File: config.mk
export PLATFORM = sky130hd
export DESIGN_NAME = st_stub_pair_sequencer
export DESIGN_NICKNAME = d
export VERILOG_FILES = /design/src/rtl/st_stub_pair_sequencer.sv
export SDC_FILE = /design/constraint.sdc
export NUM_CORES = 1
export LEC_CHECK = 0
export ABC_AREA = 0
export BUFFER_PORTS_ARGS = -buffer_cell sky130_fd_sc_hd__buf_4
export CORE_UTILIZATION = 35
export CTS_CLUSTER_SIZE = 28
export DETAILED_ROUTE_END_ITERATION = 7
export GPL_ROUTABILITY_DRIVEN = 0
export HOLD_SLACK_MARGIN = 0.05
export PLACE_DENSITY_LB_ADDON = 0.3
export SKIP_CTS_REPAIR_TIMING = 1
export SLEW_MARGIN = 20
export SYNTH_ARGS = -nofsm -noshare
export SYNTH_HDL_FRONTEND = slang
export SYNTH_SLANG_ARGS = --single-unit
File: constraint.sdc
create_clock -name proc_clk -period 6.9 [get_ports proc_clk]
set_input_delay 0 -clock proc_clk [delete_from_list [all_inputs] [get_ports proc_clk]]
set_output_delay 0 -clock proc_clk [all_outputs]
set_load 0.05 [all_outputs]
File: src/rtl/st_stub_pair_sequencer.sv
// st_stub_pair_sequencer
// Pops one per-crossing stub-count word, walks every inner stub against the
// outer stubs three at a time, drives the stub memory read addresses and
// repackages the returned stubs as a valid/ready stream of candidate pairs.
// Read issue is credit-limited so the 4-entry output buffer can never overflow,
// even with MEM_LAT reads still in flight when downstream stalls.

module st_stub_pair_sequencer #(
    parameter int ADR_BITS  = 6,
    parameter int CNT_BITS  = 6,
    parameter int STUB_BITS = 36,
    parameter int MEM_LAT   = 2
) (
    input  logic                  proc_clk,
    input  logic                  reset,
    input  logic                  stub_cnt_fifo_empty,
    output logic                  stub_cnt_fifo_rd_en,
    input  logic [2*CNT_BITS-1:0] struct_stub_cnt,
    output logic [ADR_BITS-1:0]   in_stub_adr,
    output logic [ADR_BITS-1:0]   out_stub_adr,
    input  logic [STUB_BITS-1:0]  struct_in_stub,
    input  logic [STUB_BITS-1:0]  struct_out_stub_a,
    input  logic [STUB_BITS-1:0]  struct_out_stub_b,
    input  logic [STUB_BITS-1:0]  struct_out_stub_c,
    output logic                  pr_valid,
    input  logic                  pr_ready,
    output logic [STUB_BITS-1:0]  pr_in_stub,
    output logic [STUB_BITS-1:0]  pr_out_stub_a,
    output logic [STUB_BITS-1:0]  pr_out_stub_b,
    output logic [STUB_BITS-1:0]  pr_out_stub_c,
    output logic [2:0]            pr_mask,
    output logic                  pr_last,
    output logic                  busy,
    output logic                  xing_done
);

    localparam int NUM_LANES = 3;
    localparam int BUF_DEPTH = 4;
    localparam int BUF_AW    = 2;
    localparam int CRD_W     = 3;

    typedef enum logic [2:0] {
        S_IDLE,
        S_POP,
        S_LOAD,
        S_ISSUE,
        S_DRAIN
    } state_t;

    // Tag that travels alongside a memory read.
    typedef struct packed {
        logic [NUM_LANES-1:0] mask;
        logic                 last;
    } tag_t;

    // One buffered pair group; lane 0 is lane a.
    typedef struct packed {
        logic [STUB_BITS-1:0]                in_stub;
        logic [NUM_LANES-1:0][STUB_BITS-1:0] out_stub;
        logic [NUM_LANES-1:0]                mask;
        logic                                last;
    } grp_t;

    state_t state, state_nxt;

    logic [CNT_BITS-1:0] nin, nout;
    logic [CNT_BITS-1:0] idx_i, idx_j;
    logic [CRD_W-1:0]    credits;

    // Stage s holds the tag of the read issued s cycles ago.
    logic [MEM_LAT:1]    vld_pipe;
    tag_t [MEM_LAT:1]    tag_pipe;

    grp_t                buf_mem [BUF_DEPTH];
    logic [BUF_AW-1:0]   wr_ptr, rd_ptr;
    logic [BUF_AW:0]     buf_cnt;
    grp_t                head;

    logic                issue, issue_last, xfer, buf_wr;
    logic                rd_en_c, xdone_c;
    logic [CNT_BITS:0]   j_ext, nout_ext, j_step;
    logic [NUM_LANES-1:0] lane_mask;

    // Index arithmetic is one bit wider so j+k never wraps at the max count.
    assign j_ext    = {1'b0, idx_j};
    assign nout_ext = {1'b0, nout};
    assign j_step   = j_ext + (CNT_BITS+1)'(NUM_LANES);

    for (genvar k = 0; k < NUM_LANES; k++) begin : g_lane
        assign lane_mask[k] = (j_ext + (CNT_BITS+1)'(k)) < nout_ext;
    end

    assign issue      = (state == S_ISSUE) && (credits != '0);
    assign issue_last = (idx_i == nin - CNT_BITS'(1)) && (j_step >= nout_ext);
    assign pr_valid   = (buf_cnt != '0);
    assign xfer       = pr_valid && pr_ready;
    assign buf_wr     = vld_pipe[MEM_LAT];

    assign in_stub_adr  = ADR_BITS'(idx_i);
    assign out_stub_adr = ADR_BITS'(idx_j);

    assign busy                = (state != S_IDLE);
    assign stub_cnt_fifo_rd_en = rd_en_c && !reset;
    assign xing_done           = xdone_c && !reset;

    // State register.
    always_ff @(posedge proc_clk) begin
        if (reset) state <= S_IDLE;
        else       state <= state_nxt;
    end

    // Next-state logic plus the pop strobe and crossing-done pulse.
    always_comb begin
        state_nxt = state;
        rd_en_c   = 1'b0;
        xdone_c   = 1'b0;
        case (state)
            S_IDLE: begin
                if (!stub_cnt_fifo_empty) begin
                    rd_en_c   = 1'b1;
                    state_nxt = S_POP;
                end
            end
            S_POP:  state_nxt = S_LOAD;
            S_LOAD: begin
                if (struct_stub_cnt[CNT_BITS-1:0] == '0 ||
                    struct_stub_cnt[2*CNT_BITS-1:CNT_BITS] == '0)
                    state_nxt = S_DRAIN;
                else
                    state_nxt = S_ISSUE;
            end
            S_ISSUE: begin
                if (issue && issue_last) state_nxt = S_DRAIN;
            end
            S_DRAIN: begin
                // Hold here so the memory page stays valid until all reads retire.
                if (vld_pipe == '0 && buf_cnt == '0) begin
                    xdone_c   = 1'b1;
                    state_nxt = S_IDLE;
                end
            end
            default: state_nxt = S_IDLE;
        endcase
    end

    // Crossing counts and the inner/outer walk indices.
    always_ff @(posedge proc_clk) begin
        if (reset) begin
            nin   <= '0;
            nout  <= '0;
            idx_i <= '0;
            idx_j <= '0;
        end else if (state == S_LOAD) begin
            nin   <= struct_stub_cnt[CNT_BITS-1:0];
            nout  <= struct_stub_cnt[2*CNT_BITS-1:CNT_BITS];
            idx_i <= '0;
            idx_j <= '0;
        end else if (issue) begin
            if (j_step < nout_ext) begin
                idx_j <= j_step[CNT_BITS-1:0];
            end else begin
                idx_j <= '0;
                idx_i <= idx_i + CNT_BITS'(1);
            end
        end
    end

    // Credits track free buffer slots not yet claimed by an in-flight read.
    always_ff @(posedge proc_clk) begin
        if (reset) credits <= CRD_W'(BUF_DEPTH);
        else       credits <= credits - {{(CRD_W-1){1'b0}}, issue} + {{(CRD_W-1){1'b0}}, xfer};
    end

    // Tag pipeline matched to the memory read latency.
    always_ff @(posedge proc_clk) begin
        if (reset) begin
            vld_pipe <= '0;
            tag_pipe <= '0;
        end else begin
            vld_pipe[1] <= issue;
            tag_pipe[1] <= '{mask: lane_mask, last: issue_last};
            for (int s = 2; s <= MEM_LAT; s++) begin
                vld_pipe[s] <= vld_pipe[s-1];
                tag_pipe[s] <= tag_pipe[s-1];
            end
        end
    end

    // Output buffer storage; returned stubs are written with their tag.
    always_ff @(posedge proc_clk) begin
        if (buf_wr) begin
            buf_mem[wr_ptr] <= '{in_stub:  struct_in_stub,
                                 out_stub: {struct_out_stub_c, struct_out_stub_b, struct_out_stub_a},
                                 mask:     tag_pipe[MEM_LAT].mask,
                                 last:     tag_pipe[MEM_LAT].last};
        end
    end

    // Output buffer pointers and occupancy.
    always_ff @(posedge proc_clk) begin
        if (reset) begin
            wr_ptr  <= '0;
            rd_ptr  <= '0;
            buf_cnt <= '0;
        end else begin
            if (buf_wr) wr_ptr <= wr_ptr + BUF_AW'(1);
            if (xfer)   rd_ptr <= rd_ptr + BUF_AW'(1);
            buf_cnt <= buf_cnt + {{BUF_AW{1'b0}}, buf_wr} - {{BUF_AW{1'b0}}, xfer};
        end
    end

    // First-word-fall-through head; outputs read zero whenever nothing is presented.
    always_comb begin
        head          = buf_mem[rd_ptr];
        pr_in_stub    = '0;
        pr_out_stub_a = '0;
        pr_out_stub_b = '0;
        pr_out_stub_c = '0;
        pr_mask       = '0;
        pr_last       = 1'b0;
        if (pr_valid) begin
            pr_in_stub    = head.in_stub;
            pr_out_stub_a = head.out_stub[0];
            pr_out_stub_b = head.out_stub[1];
            pr_out_stub_c = head.out_stub[2];
            pr_mask       = head.mask;
            pr_last       = head.last;
        end
    end

endmodule
# ---- Word-level counts from Yosys, hierarchy flattened
# Memory sizes are Yosys's and may differ from the RTL's. A register that Yosys moved wholly into a read port is not among the register bits.
# Cells that the tools add are included.
dict set report word_totals {
  regBits 47
  ramBits 592
  in_bits 160
  out_inout_bits 164
  wordCells 80
  memories 1
}
dict set report classes {
  add_sub_neg 11
  magnitude_cmp 5
  eq_ne 8
  muxes 20
  bitwise 1
  n_reduce_logical 20
}
# memory words word_bits read_ports rd_ports_with_merged_regs write_ports line_no
set memory_table {}
lappend memory_table {buf_mem 4 148 1 1 1 74} ;# grp_t buf_mem [BUF_DEPTH];
# cell count
set op_table {}
lappend op_table {{two-way mux 36 bit} 4}
lappend op_table {{< comparator 7 x 6 -> 1 bit} 3}
lappend op_table {{two-way mux 3 bit} 5}
lappend op_table {{one-hot mux 3 bit (5 select lines)} 1}
lappend op_table {{adder 6 x 2 -> 7 bit (second input constant)} 2}
lappend op_table {{logical NOT 6 bit} 2}
lappend op_table {{nonzero test 3 bit} 3}
lappend op_table {{adder 6 x 1 -> 7 bit (second input constant)} 1}
lappend op_table {{greater-or-equal comparator 7 x 6 -> 1 bit} 1}
lappend op_table {{logical AND 1 bit} 7}
lappend op_table {{two-way mux 1 bit} 7}
lappend op_table {{adder 3 x 1 -> 3 bit} 2}
lappend op_table {{adder 6 x 1 -> 6 bit (second input constant)} 1}
lappend op_table {{== test 3 x 2 -> 1 bit (second input constant)} 2}
lappend op_table {{== test 6 bit} 1}
lappend op_table {{logical NOT 3 bit} 2}
lappend op_table {{< comparator 6 bit} 1}
lappend op_table {{two-way mux 6 bit} 1}
lappend op_table {{subtractor 3 x 1 -> 3 bit} 2}
lappend op_table {{subtractor 6 x 1 -> 6 bit (second input constant)} 1}
lappend op_table {{adder 2 x 1 -> 2 bit (second input constant)} 2}
lappend op_table {{two-way mux 2 bit} 2}
lappend op_table {{!= test 2 bit (second input constant)} 2}
lappend op_table {{== test 3 x 1 -> 1 bit (second input constant)} 1}
lappend op_table {{other kinds (9)} 9}

# ---- Longest topological paths before layout
dict set report logic_depth {
  ltp_word 6
  ltp_mapped 12
  depth_no_buf 11
}

# ---- Least setup slack after synthesis
# No wires, ideal clock.
dict set report synth_timing {
  kind {reg-to-reg}
  from {reg wr_ptr[0]}
  to {mem buf_mem[0][0] (netlist bit), enable pin}
  setup_time_ps 525
  arrival_ps 3928
  required_ps 6375
  setup_slack_ps 2447
  stages_incl_launch_ff 4
  n_path_buf 0
  period_less_slack_ps 4453
  cell_sequence {dfxtp_1 inv_1 ha_1 and2_1}
}
# element line_no
set synth_lines {}
lappend synth_lines {{from (decl)} 75} ;# logic [BUF_AW-1:0] wr_ptr, rd_ptr;
lappend synth_lines {{from (signal assigned)} 206} ;# if (buf_wr) wr_ptr <= wr_ptr + BUF_AW'(1);
lappend synth_lines {{to (decl)} 74}
# Straight into the memory's write port.

# ---- Worst setup path in the final report
dict set report layout_timing {
  from {reg idx_j[1], in the netlist out_stub_adr[1]}
  to {reg idx_j[1], in the netlist out_stub_adr[1]}
}
dict set report layout_via {
  elab_chain_cells 3
}
# element line_no
set layout_lines {}
lappend layout_lines {{from (decl)} 67} ;# logic [CNT_BITS-1:0] idx_i, idx_j;
lappend layout_lines {{from (signal assigned)} 160} ;# idx_j <= j_step[CNT_BITS-1:0];
lappend layout_lines {{adder 6 x 2 -> 7 bit *} 87} ;# assign j_step = j_ext + (CNT_BITS+1)'(NUM_LANES);
lappend layout_lines {{< comparator 7 x 6 -> 1 bit} 159} ;# if (j_step < nout_ext) begin
lappend layout_lines {{two-way mux 6 bit *} 159}
# Every way passes the cells marked *; elsewhere a longest branch is shown, timed or not.
# A chain may end at the register's enable or synchronous reset.

==> metrics <==
synthesized instance count=1273; HP Start=struct_in_stub[9]; Starting Density=0.356; largest area contributor in the synthesized netlist=edfxtp_1; status=complete, no violations; worst reg-to-reg path cell count=11; Core Region=70600 sq um; Static Leak=11.2 nW; routed len/inst=19.8 microns; clk slew on worst S/H paths=60 ps; Yosys top cell area share=0.706; most frequent cells in the layout=edfxtp_1, buf_4, dlygate4sd3_1, mux4_2, and2_1; row count=97; first-pass GRT wire length=82500 microns; origin of the critical flop-to-flop path=out_stub_adr[1]; sequential area share after synthesis=0.745; worst-margin pin slew=972 ps; Overall Global Routing Usage=0.149; antenna viol nets, final=0; Worst Setup SP=out_stub_adr[1]; crit path capture type=register; Num CTS Buffers=71; Fillers=6097; commonest non-fill, non-tap cell in the layout=edfxtp_1; syn_nets=1471; Worst IR Drop VDD=279 uV; final setup vio count=0; RSZ-0062 raised after global routing=no; vias per cell=4.80; worst skew pair latency=610 ps; Detailed Route Iter0 Violations=796; flops & latches, synth=641; Final period util=0.432; chip width=270 microns; Max FO, Critical Path=9; Avg Inst Size Synth=19.8 sq um; synth warn=0; Fin Hold WS=131 ps; root buffer selected by CTS=clkbuf_16; Distinct cells, synth=53; share of layout cells above drive strength 1=0.322; largest cells by area after synthesis=edfxtp_1, mux4_2, dfxtp_1, and2_1, ha_1; Fmax=335 MHz; crit path time final=2980 ps; die area=73000 sq um; vias=13331; I/O Pins=324; HPWL Detailed=30500 microns; Slew headroom=0.349; Syn Std Cell Area=25200 sq um; element type at the critical path start=register; CTS Sinks=641; Final Slew Violations=0; final wirelength=54900 microns; CTS tree=yes; Top FF cell, synth=edfxtp_1; grt ovf=0; setup ws final=3920 ps; Pre-antenna DRT Iters=5; initial antenna violation count=1; Fin. Hold Viols=0; max-cap viol count=0; nets@finish=1985; H-tree levels=3; Data arrival, critical path=3490 ps; Clock Skew=20.6 ps; Port-buffer cells=323; DRC violations left=0; largest net degree at the start of global routing=110; clock tree buffer depth=3; synthesis-to-finish area growth=29.3%; EDFF count, synth=592; DP Worst Slack=3680 ps; ys async rst share=0; setup TNS after final layout=0 ps; vias in the first global route=13469; Power Dens Cells=384 nW/um^2; WS Path Type=reg2reg; WP data required=7410 ps; Hold WC Path Type=in2reg; ANT cells=0; chip height=270 microns; WHS Path Cells=2
[power by group]
part	switching, mW	leakage [nW]	total, mW	internal [mW]
logic	2.98	4.39	4.60	1.62
clock network	1.53	1.06	3.52	2.00
registers	0.0826	5.72	4.39	4.31
[cell usage after synthesis (15+ instances only)]
master	instances
xnor2_1	21
a21oi_1	21
nor2_1	37
buf_2	18
and2_1	152
nand2_1	38
buf_1	15
inv_1	21
clkbuf_1	22
dfxtp_1	49
ha_1	36
mux4_2	148
edfxtp_1	592
[path summary, 6_finish.rpt]
check / to / slack, ps
hold / removal: buf_mem[0][121] / 130
setup reg to reg: out_stub_adr[1] / 3920
hold reg to reg: tag_pipe[6] / 440
setup / recovery: out_stub_adr[1] / 3920
[through the flow]
stage | total power, mW | cell area [sq um] | util | cells
2_1_floorplan | 7.67 | 25200 | - | 1273
3_3_place_gp | 9.05 | 28700 | 0.406 | 2483
3_5_place_dp | 9.06 | 28700 | 0.406 | 2483
4_1_cts | 12.6 | 30800 | 0.437 | 2606
5_1_grt | 13.0 | 32600 | 0.461 | 2777
6_report | 12.5 | 32600 | 0.461 | 2777
[cell families after synthesis]
family | share of synthesized area
AO/OA/AOI/OAI | 0.0152
multiplexers | 0.133
XOR/XNOR | 0.0115
buffers and inverters | 0.0147
flip-flops | 0.745
adder cells (fa/ha/maj) | 0.0195
AND/OR/NAND/NOR | 0.0608
[layer usage]
layer | vias to the layer above | track usage | share of wire
li1 | 6040 | - | -
met1 | 6919 | 0.192 | 0.43
met2 | 297 | 0.248 | 0.50
met3 | 75 | 0.0375 | 0.048
met4 | 0 | 0.0427 | 0.019
met5 | - | 0 | 0
[state kept, by name, summed over array words and instances (netlist names), named ones only]
register and count:
buf_cnt 3, buf_mem 592, credits 3, in_stub_adr 6
nin 6, nout 6, out_stub_adr 6, rd_ptr 2
state 3, tag_pipe 8, vld_pipe 2, wr_ptr 2
[worst max-delay path, cell delays in order, from the launching register on]
cell and delay [ps]:
dfxtp_1 500, inv_1 140, ha_1 220, a21oi_1 320, nor2_1 110, xor2_1 160, ha_1 310, a21oi_1 240
o31ai_4 150, o21ai_4 260, nand2_1 220, a211oi_1 250
[layout make-up]
| cell class | instances | area (sq um) | share of cell area |
|---|---|---|---|
| Sequential cell | 641 | 18800 | 0.576 |
| Multi-Input combinational cell | 548 | 6060 | 0.186 |
| Timing Repair Buffer | 503 | 4280 | 0.132 |
| Clock buffer | 87 | 1880 | 0.0577 |
| Tap cell | 940 | 1180 | 0.0361 |
| Clock inverter | 36 | 309 | 0.00949 |
| Inverter | 22 | 87.6 | 0.00269 |
Note: power is estimated with default switching activity, not from simulation.
